**config.mk**
```make
export PLATFORM = sky130hd
export DESIGN_NAME = eth_rx_pack
export DESIGN_NICKNAME = d
export VERILOG_FILES = /design/src/rtl/eth_rx_pkg.sv /design/src/rtl/eth_byte_packer.sv /design/src/rtl/eth_rx_pack.sv
export SDC_FILE = /design/constraint.sdc
export NUM_CORES = 1
export LEC_CHECK = 0
export CORE_MARGIN = 1.5
export CORE_UTILIZATION = 47
export DETAILED_ROUTE_END_ITERATION = 16
export PLACE_DENSITY = 0.75
export SYNTH_ARGS = -nofsm -noshare
export SYNTH_HDL_FRONTEND = slang
export SYNTH_SLANG_ARGS = --single-unit
```
**constraint.sdc**
```tcl
create_clock -name clk -period 1.95 [get_ports clk]
set_input_delay 0.195 -clock clk [delete_from_list [all_inputs] [get_ports clk]]
set_output_delay 0.195 -clock clk [all_outputs]
set_load 0.02 [all_outputs]
```
**src/rtl/eth_rx_pkg.sv**
```systemverilog
// Shared definitions for the GMII receive packer: FSM states and frame constants.
package eth_rx_pkg;

    typedef enum logic [1:0] {
        ST_IDLE = 2'd0,
        ST_PRE  = 2'd1,
        ST_DATA = 2'd2,
        ST_DROP = 2'd3
    } rx_state_e;

    localparam logic [7:0]  ETH_PREAMBLE  = 8'h55;
    localparam logic [7:0]  ETH_SFD       = 8'hD5;
    localparam int unsigned ETH_MAX_BYTES = 1522;

endpackage

```
**src/rtl/eth_byte_packer.sv**
```systemverilog
// Pairs payload bytes into 16-bit words: the first byte of a pair is held,
// the second is merged with it. A pad request closes an odd pair with PAD_BYTE.
module eth_byte_packer
    import eth_rx_pkg::*;
#(
    parameter logic [7:0] PAD_BYTE = 8'h00
) (
    input  logic        clk,
    input  logic        rst,
    input  logic        clear_i,   // start of payload: next byte is a high byte
    input  logic        push_i,    // accept byte_i into the current pair
    input  logic [7:0]  byte_i,
    input  logic        pad_i,     // close the pair with PAD_BYTE instead of byte_i
    output logic        phase_o,   // 1 = high byte held, low byte pending
    output logic [15:0] word_o
);

    logic       phase_q;
    logic [7:0] hold_q;

    // Phase toggles on every accepted byte; the high byte is captured on phase 0.
    always_ff @(posedge clk or posedge rst) begin
        if (rst) begin
            phase_q <= 1'b0;
            hold_q  <= 8'h00;
        end else if (clear_i) begin
            phase_q <= 1'b0;
        end else if (push_i) begin
            phase_q <= ~phase_q;
            if (!phase_q) hold_q <= byte_i;
        end
    end

    assign phase_o = phase_q;
    assign word_o  = {hold_q, pad_i ? PAD_BYTE : byte_i};

endmodule

```
**src/rtl/eth_rx_pack.sv**
```systemverilog
// Receive framer: strips preamble/SFD from a GMII byte burst, packs payload into
// 16-bit FIFO writes and reports length/error/odd status once per frame attempt.
module eth_rx_pack
    import eth_rx_pkg::*;
#(
    parameter int         MAX_BYTES = ETH_MAX_BYTES,
    parameter int         LEN_WIDTH = 11,
    parameter logic [7:0] PAD_BYTE  = 8'h00
) (
    input  logic                 clk,
    input  logic                 rst,
    input  logic                 rx_dv,
    input  logic [7:0]           rxd,
    input  logic                 fifo_full,
    output logic                 fifo_we,
    output logic [15:0]          fifo_di,
    output logic                 frame_done,
    output logic [LEN_WIDTH-1:0] frame_len,
    output logic                 frame_err,
    output logic                 frame_odd
);

    localparam logic [LEN_WIDTH-1:0] MAX_L = LEN_WIDTH'(MAX_BYTES);
    localparam logic [LEN_WIDTH-1:0] SAT_L = LEN_WIDTH'(MAX_BYTES + 1);

    rx_state_e            st_q, st_d;
    logic [LEN_WIDTH-1:0] cnt_q, cnt_d;
    logic                 we_q, we_d;
    logic [15:0]          di_q, di_d;
    logic                 done_q, done_d;
    logic [LEN_WIDTH-1:0] len_q, len_d;
    logic                 err_q, err_d;
    logic                 odd_q, odd_d;

    logic                 pk_clear, pk_push, pk_pad, phase;
    logic [15:0]          word;

    eth_byte_packer #(.PAD_BYTE(PAD_BYTE)) u_packer (
        .clk     (clk),
        .rst     (rst),
        .clear_i (pk_clear),
        .push_i  (pk_push),
        .byte_i  (rxd),
        .pad_i   (pk_pad),
        .phase_o (phase),
        .word_o  (word)
    );

    // Frame FSM: decides next state, byte count, word writes and end-of-frame status.
    always_comb begin
        st_d     = st_q;
        cnt_d    = cnt_q;
        we_d     = 1'b0;
        di_d     = di_q;
        done_d   = 1'b0;
        len_d    = '0;
        err_d    = 1'b0;
        odd_d    = 1'b0;
        pk_clear = 1'b0;
        pk_push  = 1'b0;
        pk_pad   = 1'b0;
        case (st_q)
            ST_IDLE: begin
                if (rx_dv) begin
                    cnt_d = '0;
                    st_d  = (rxd == ETH_PREAMBLE) ? ST_PRE : ST_DROP;
                end
            end
            ST_PRE: begin
                if (!rx_dv) begin
                    st_d = ST_IDLE;            // preamble-only noise, nothing reported
                end else if (rxd == ETH_SFD) begin
                    st_d     = ST_DATA;
                    cnt_d    = '0;
                    pk_clear = 1'b1;
                end else if (rxd != ETH_PREAMBLE) begin
                    st_d = ST_DROP;
                end
            end
            ST_DATA: begin
                if (rx_dv) begin
                    if (cnt_q == MAX_L) begin
                        // Oversize byte is counted so the length saturates at MAX+1.
                        cnt_d = SAT_L;
                        st_d  = ST_DROP;
                    end else if (phase && fifo_full) begin
                        // Word due but FIFO full: the completing byte is not accepted.
                        st_d = ST_DROP;
                    end else begin
                        cnt_d   = cnt_q + 1'b1;
                        pk_push = 1'b1;
                        if (phase) begin
                            we_d = 1'b1;
                            di_d = word;
                        end
                    end
                end else begin
                    done_d = 1'b1;
                    len_d  = cnt_q;
                    st_d   = ST_IDLE;
                    if (phase) begin
                        pk_pad = 1'b1;
                        if (fifo_full) begin
                            err_d = 1'b1;      // padded tail word could not be written
                        end else begin
                            we_d  = 1'b1;
                            di_d  = word;
                            odd_d = 1'b1;
                        end
                    end
                end
            end
            default: begin                      // ST_DROP
                if (!rx_dv) begin
                    done_d = 1'b1;
                    err_d  = 1'b1;
                    len_d  = cnt_q;
                    st_d   = ST_IDLE;
                end
            end
        endcase
    end

    // State, counter and registered outputs.
    always_ff @(posedge clk or posedge rst) begin
        if (rst) begin
            st_q   <= ST_IDLE;
            cnt_q  <= '0;
            we_q   <= 1'b0;
            di_q   <= 16'h0000;
            done_q <= 1'b0;
            len_q  <= '0;
            err_q  <= 1'b0;
            odd_q  <= 1'b0;
        end else begin
            st_q   <= st_d;
            cnt_q  <= cnt_d;
            we_q   <= we_d;
            di_q   <= di_d;
            done_q <= done_d;
            len_q  <= len_d;
            err_q  <= err_d;
            odd_q  <= odd_d;
        end
    end

    assign fifo_we    = we_q;
    assign fifo_di    = di_q;
    assign frame_done = done_q;
    assign frame_len  = len_q;
    assign frame_err  = err_q;
    assign frame_odd  = odd_q;

endmodule

```
Word level (Yosys, flattened, before mapping). Index checks and enable logic that the tools add are counted. W data, S select, Z words.

Flip-flop bits (word level): 53. Input bits: 12. Output and inout port bits: 31. Logic and storage cells: 92.

Add/sub/neg operators: 1. Eq/ne operators: 17. Mux-type cells: 51. Bitwise operators: 2. Reductions and logical operators: 11.

Operators by type and width (count): $mux W16 (6); $mux W11 (7); $pmux W11 S3 (1); $mux W1 (25); $mux W2 (9); $ne A2 B2 Y1 const B (7); $add A11 B1 Y11 const B (1); $eq A11 B11 Y1 const B (1); $eq A8 B7 Y1 const B (1); $eq A8 B8 Y1 const B (1); $mux W8 (1); $ne A4 B4 Y1 const B (2); $ne A8 B7 Y1 const B (1); $pmux W2 S3 (1); $reduce_and A6 Y1 (1); $reduce_bool A3 Y1 (2); $reduce_and A5 Y1 (1); $ne A4 B1 Y1 const B (1); $reduce_and A4 Y1 (1); $reduce_bool A2 Y1 (2); $ne A3 B3 Y1 const B (1); $reduce_and A3 Y1 (1); $eq A2 B1 Y1 const B (1); $eq A2 B2 Y1 const B (1); 5 further kinds (6).

Logic depth before layout (Yosys ltp). Gate-level depths: netlist of run 1.

Depth in word-level cells: 8. Gate-level depth with buffers: 9. Gate-level depth less buffers: 7.

By module. A second synthesis of run 1 with hierarchy kept.

Cell total of the unflattened synthesis: 218. Area total of the unflattened synthesis: 2563.7 um^2.

By module, submodules not included: eth_rx_pack (times used 1, cells each 189, area an instance 2163.3 um^2, sequential area each 1101.1 um^2); eth_byte_packer (times used 1, cells each 29, area an instance 400.4 um^2, sequential area each 225.2 um^2).

Worst setup path after synthesis of run 1. OpenSTA, ideal clock, no wires.

Path type: reg-to-reg. Start: register cnt_q[0]. End: register di_q[15], in the netlist fifo_di[15]. Library setup time: 0.125 ns. Data arrival time: 1.983 ns. Data required time: 1.825 ns. Setup slack: -0.157 ns. Stages on the path, launching flop included: 9. Buffers on the path: 2. Clock period less this slack: 2.107 ns. Path through: dfrtp_1 -> inv_1 -> ha_1 -> nand4b_1 -> or4_1 -> buf_2 -> o21ai_2 -> buf_6 -> mux2_2.

Word-level cells in the longest chain between the ends: 3. Elaborated cells between the ends (all ways): 4. Classes of those cells: eq/ne: 2; reduce/logical: 2.

Ends and longest elaborated chain: from (decl) (line eth_rx_pack.sv:27) `logic [LEN_WIDTH-1:0] cnt_q, cnt_d;`; from (signal assigned) (line eth_rx_pack.sv:137) `cnt_q <= cnt_d;`; $eq A11 B11 Y1 * (line eth_rx_pack.sv:82) `if (cnt_q == MAX_L) begin`; $ne A2 B2 Y1 (no source line) / $reduce_bool A3 Y1 (equally long branches); $reduce_and A6 Y1 (no source line) *; to (signal assigned) (line eth_rx_pack.sv:139) `di_q <= di_d;`; to (decl) (line eth_rx_pack.sv:29) `logic [15:0] di_q, di_d;`.

Every way passes the cells marked *; elsewhere a longest branch is shown, timed or not. A chain may end at the register's enable or synchronous reset.

Worst setup path in the final report of run 1.
Start: register cnt_q[0]. End: register cnt_q[1].

Word-level cells in the longest chain between the ends: 5. Elaborated cells between the ends (all ways): 8. Classes of those cells: add/sub: 1; eq/ne: 2; mux: 4; reduce/logical: 1.

Ends and longest elaborated chain: $add A11 B1 Y11 (line eth_rx_pack.sv:90) `cnt_d = cnt_q + 1'b1;`; $mux W11 (line eth_rx_pack.sv:86) `end else if (phase && fifo_full) begin`; $mux W11 (line eth_rx_pack.sv:82); $mux W11 (line eth_rx_pack.sv:81) `if (rx_dv) begin`; $pmux W11 S3 (line eth_rx_pack.sv:62) `case (st_q)`.

Several ways; a longest one is shown, not always the timed one. The select of a mux whose other input is x is not followed.

==> metrics.txt, run 1 <==
final non-filler cell total roughly 400; FFs w/ async S/R, synth 100%; Post-Synthesis Cells 228; clock latency at the later pin of the worst-skew pair between 300 and 400 ps; EDFF count, synth 0; Syn Nets 246; worst vdd ir ~0.7 mV; CP startpoint cnt_q[0]; Final Hold Violating Endpoints 0; area grow syn2layout 51.0%; Tot GR Track Use between 20 and 25%; failing checks setup timing; CTS hold repair buffers 0; yosys warns 0; drt initial violations between 100 and 150; max-slew violations 0; post-route ant nets 0; WL final ~6600 µm; number of H-tree levels 2; core footprint approximately 5100 µm²; final setup fails 39; sum of negative setup slack -8220 ps; # DRC 0; Reg2Reg Capture Point cnt_q[1]; synthesized cell area 2440 µm²; WP data arrival 2440 ps; CTS tree yes; Top delay family on crit path compound AO/OA/AOI/OAI gates; # nets final 340; startpoint types register; Min-Delay Path Class in -> async; Leak Pwr approximately 1.8 nW; GR Overflow Total 0; port buffer count 42; clk buf depth 2; Buf/Inv on CP 2; PwrDens about 1300 nW/µm²; WL per Instance between 15 and 20 µm; Detailed Routing Iterations Pass 1 4; die area between 5000 and 6000 µm²; Filler cells approximately 360; TritonCTS buffer count 5; period utilisation layout 115%; status complete, but fails checks; max-cap viol count 0; reg2reg setup slack -280 ps; routed vias approximately 2100; WHS ~250 ps; Die Ht around 75 µm; first-pass GRT wire length just under 10000 µm; Final GP Congestion 0.834; synthesized area per cell around 11 µm²; share of cells above drive strength 1 between 30% and 40%; Initial Utilization 48.2%; Max Fclk ~450 MHz; sequential-to-total area share from yosys stat between 50% and 60%; Num Clock Sinks 53; Final Util between 70% and 80%; diodes inserted 0; Worst slew margin approximately 67%; reg2reg start cnt_q[0]; Synth Register Bits 53; vias in the first global route between 2000 and 2500; CTS clk-pin slew, worst paths 100 ps; placed cells roughly 370; Post-synth top flop dfrtp_1; Worst Path Max Fanout 7; R2R cell count 7; Design Power 0.00465 W; Core Rows 26; slowest stage delay, CP roughly 470 ps; Top Ports 43; routed vias/inst 5.46; fin worst setup slack -284 ps; Setup Skew approximately 6 ps; crit path max-delay cell type or4_4; cells along the critical path inv_2 -> ha_4 -> nand4b_1 -> or4_4 -> a221o_1 -> buf_6 -> a32o_2; Die X-Extent 75.1 µm; RSZ-0062 raised after global routing true; Netlist cell types 44; worst slew pin tran around 490 ps; Crit path required time between 2000 and 2500 ps; crit end category register; clock root buffer clkbuf_8; initial antenna violation count 0; HPWL after DPL about 4000 µm; Crit Path Category reg -> reg; pin count of the biggest net entering global routing 54; Final Critical Period approximately 2200 ps
## layout make-up
cell class	count	area (µm²)	area share [%]
inverter	6	22.5	0.610
clock inverter	2	13.8	0.373
sequential	53	1330	35.9
multi-input combinational	158	1240	33.6
clock buffer	6	82.6	2.24
tap	70	87.6	2.37
timing repair buffer	98	917	24.9
## registers in the layout, indices dropped and copies added (netlist names)
signal and cells:
cnt_q 11, fifo_di 16, fifo_we 1, frame_done 1, frame_err 1, frame_len 11, frame_odd 1, st_q 2
u_packer.hold_q 8, u_packer.phase_o 1
## power breakdown
part / internal (W) / switching [W] / total [W]
combinational: 0.00122 / 0.00115 / 0.00237
sequential: 0.00140 / 0.000221 / 0.00162
clock: 0.000289 / 0.000368 / 0.000656
## cells in the mapped netlist (6+ instances only)
| library cell | instances | share of area (%) |
|---|---|---|
| nor3_1 | 6 | 1.2 |
| o21ai_0 | 11 | 2.3 |
| ha_1 | 6 | 3.1 |
| clkbuf_1 | 6 | 0.92 |
| and2_1 | 13 | 3.3 |
| nor2_1 | 17 | 2.6 |
| nand2_1 | 27 | 4.1 |
| a21oi_1 | 8 | 1.6 |
| mux2_2 | 18 | 8.3 |
| o21ai_1 | 9 | 1.8 |
| dfrtp_1 | 53 | 54 |
| nand3_1 | 7 | 1.4 |
| inv_1 | 6 | 0.92 |
## worst max path at each step
stage	to	slack, ps	cells past startpoint
2_1_floorplan	cnt_q[10]	-100	8
3_3_place_gp	cnt_q[0]	-130	9
3_5_place_dp	st_q[0]	-240	8
4_1_cts	st_q[0]	-150	8
5_1_grt	cnt_q[8]	-340	8
6_report	cnt_q[1]	-280	7
## what timing repair did
item	4_1_cts	5_1_grt
gates cloned	0	1
setup endpoints to repair	34	39
setup buffers	8	3
pin swaps	6	15
gates resized for setup	32	33
## layout by cell type (no fill, tap or decap), types with 2 or more instances in the layout
cell type and count:
a21oi_1 7, a221o_1 2, a22o_1 3, a31oi_1 2
and2_1 13, and3_1 2, and4b_1 2, buf_12 2
buf_4 47, buf_6 3, buf_8 3, clkbuf_8 6
clkdlybuf4s50_1 42, dfrtp_1 53, ha_1 5, inv_1 3
inv_2 3, mux2_2 2, mux2_4 17, nand2_1 20
nand2_2 5, nand2_4 2, nand3_1 7, nor2_1 17
nor2b_1 2, nor3_1 6, o21ai_0 2, o21ai_1 10
o21ai_2 8
## worst min-delay path, stage by stage
cell and delay [ps]:
clkdlybuf4s50_1 410, inv_2 70, buf_12 260
## kinds of logic after synthesis
logic type / Yosys count / share of synthesized area, %
AO/OA/AOI/OAI: 43 / 10.9
AND/OR/NAND/NOR: 87 / 18.5
XOR/XNOR: 2 / 0.717
multiplexers: 20 / 9.17
flip-flops: 53 / 54.3
adder cells (fa/ha/maj): 6 / 3.07
buffers and inverters: 17 / 3.38
## layer usage
metal	track usage [%]	routed length (µm)
met3	3.88	348
met4	8.69	189
met2	39.2	3400
met1	29.9	2660
met5	0	0
## metrics by stage
step	setup WS (ps)	area (µm²)
floorplan	-104	2460
global placement	-127	3260
detailed placement	-242	3260
CTS	-146	3540
global route	-344	3690
finish	-284	3690
No activity file was read; power rests on OpenSTA's default activity.
==> run 2, diff against run 1 <==
Settings changed: CORE_UTILIZATION 47 to 48, PLACE_DENSITY 0.75 to 0.76, SYNTH_HIERARCHICAL set to 1.
==> metrics.txt, run 2 <==
WP data arrival approximately 2200 ps; Top Ports 43; area share of fa/ha/maj cells after synthesis 2.93%; diodes inserted 0; final setup fails 1; Compound-Gate Fraction of Synth Area between 8 and 9%; failing checks setup timing; routed vias just under 2000; Synth Register Bits 53; Design Power between 0.004 and 0.005 W; largest family of logic cells by synthesized area simple AND/OR/NAND/NOR gates; CTS hold repair buffers 0; Core Rows 26; Final GP Congestion approximately 0.86; DP Worst Slack -287 ps; Tot GR Track Use a little under a fifth; Commonest cells post-synth dfrtp_1 (53), mux2_2 (16), nand2_1 (14); Crit Path Category reg -> reg; share of cells above drive strength 1 approximately 33%; crit end category register; HPWL after DPL 4000 µm; XOR/XNOR Fraction of Synth Area less than 1%; yosys warns 6; Leak Pwr between 1.5 and 2 nW; Detailed Routing Iterations Pass 1 4; most numerous cell in the Yosys netlist dfrtp_1; multiplexer area fraction after synthesis between 10% and 20%; GR Overflow Total 0; clock root buffer clkbuf_8; max reg flops 16; Worst Path Max Fanout 7; period utilisation layout 100%; Min-Delay Path Class in -> async; post-synthesis simple-gate area fraction a little under a fifth; # nets final between 300 and 400; area grow syn2layout 36.8%; Final Critical Period about 2000 ps; startpoint types register; Crit path required time about 2200 ps; RSZ-0062 raised after global routing true; CTS clk-pin slew, worst paths roughly 90 ps; FFs w/ async S/R, synth 100%; Syn Nets 236; WL final 5650 µm; Worst slew margin a little over three fifths; port buffer count 42; Final Util between 60% and 70%; area leader, netlist dfrtp_1; synthesized area per cell between 10 and 15 µm²; clk buf depth 2; number of H-tree levels 2; PwrDens 1260 nW/µm²; Die Ht roughly 76 µm; fin worst setup slack -1.90 ps; initial antenna violation count 0; worst slew pin tran between 500 and 600 ps; TritonCTS buffer count 5; Final Hold Violating Endpoints 0; Initial Utilization approximately 50%; max-slew violations 0; first-pass GRT wire length 8920 µm; final non-filler cell total between 300 and 400; top-area cell type share of the netlist area 51.7%; Die X-Extent between 70 and 80 µm; synthesized cell area ~2600 µm²; Max Fclk ~510 MHz; most common cell after layout, fill and taps aside dfrtp_1; synth top area cells dfrtp_1 (52%), mux2_2 (7.0%), mux2_4 (5.3%), ha_1 (2.9%), o21ai_0 (2.5%); Filler cells slightly below 400; Netlist cell types 51; worst vdd ir approximately 1 mV; clock latency at the later pin of the worst-skew pair roughly 300 ps; Post-Synthesis Cells about 220; sequential-to-total area share from yosys stat roughly half; max-cap viol count 0; Num Clock Sinks between 50 and 60; commonest non-fill, non-tap cells in the layout dfrtp_1 (53), clkdlybuf4s50_1 (42), buf_4 (40), mux2_4 (18), nand2_1 (14); Setup Skew 4.07 ps; die area just under 6000 µm²; core footprint 5140 µm²; EDFF count, synth 0; # DRC 0; routed vias/inst ~5.3; placed cells around 360; vias in the first global route around 1900; CTS tree yes; WL per Instance roughly 15 µm; drt initial violations 141; pin count of the biggest net entering global routing 45; post-route ant nets 0; WHS ~180 ps; status complete, but fails checks; Post-synth top flop dfrtp_1
==> run 2: per-layer routing <==
metal / vias up / GRT usage [%] / routed length [µm]
met4: 0 / 5.19 / 77
li1: 940 / - / -
met5: - / 0 / 0
met3: 8 / 3.11 / 250
met1: 938 / 25.8 / 2550
met2: 61 / 32.2 / 2770
==> run 2: metrics by stage <==
stage	setup TNS, ps	cell area (µm²)
after CTS	-12.9	3410
after detailed placement	-3580	3280
after global routing	-368	3510
after global placement	-2880	3280
after floorplan	-495	2570
final	-1.90	3510
==> run 2: cell families after synthesis <==
family | count (synthesis)
adders and majority gates | 6
AOI/OAI and AO/OA | 35
muxes | 26
and+or+nand+nor | 80
xor gates and xnor gates | 2
DFF | 53
buffers and inverters | 16
==> run 2: timing repair <==
action,CTS,global route
buffers inserted,3,2
pin swaps,2,3
gates resized for setup,2,20
endpoints found under the setup margin,10,35
gates cloned,0,0
==> run 2: path summary, 6_finish.rpt <==
path,to,slack (ps),startpoint,cells past startpoint
worst max register to register,cnt_q[4],-2,cnt_q[0],7
worst min register to register,fifo_di[9],510,fifo_di[9],1
worst min-delay path,u_packer/hold_q[1],180,rst,2
max in group asynchronous,fifo_di[1],1200,rst,3
worst max-delay path,cnt_q[4],-2,cnt_q[0],7
min in group clk,fifo_di[9],510,fifo_di[9],1
==> run 2: layout make-up <==
cell class / instances / area, µm² / share of cell area, %
Clock buffer: 6 / 82.6 / 2.35
Clock inverter: 1 / 7.51 / 0.214
Inverter: 8 / 30.0 / 0.856
Multi-Input combinational cell: 149 / 1230 / 35.1
Sequential cell: 53 / 1330 / 37.8
Tap cell: 70 / 87.6 / 2.50
Timing Repair Buffer: 83 / 741 / 21.1
==> run 2: power breakdown <==
part           internal [W]  total, W  switching [W]
clock network      0.000281  0.000619       0.000338
registers           0.00141   0.00161       0.000197
logic               0.00119   0.00217       0.000984
total               0.00289   0.00441        0.00152
==> run 2: critical path, stage by stage (launching register included) <==
cell	delay, ps
dfrtp_1	400
inv_2	80
ha_4	130
and3b_4	230
nand3_4	80
a2111o_1	530
a31o_1	220
a22o_1	170
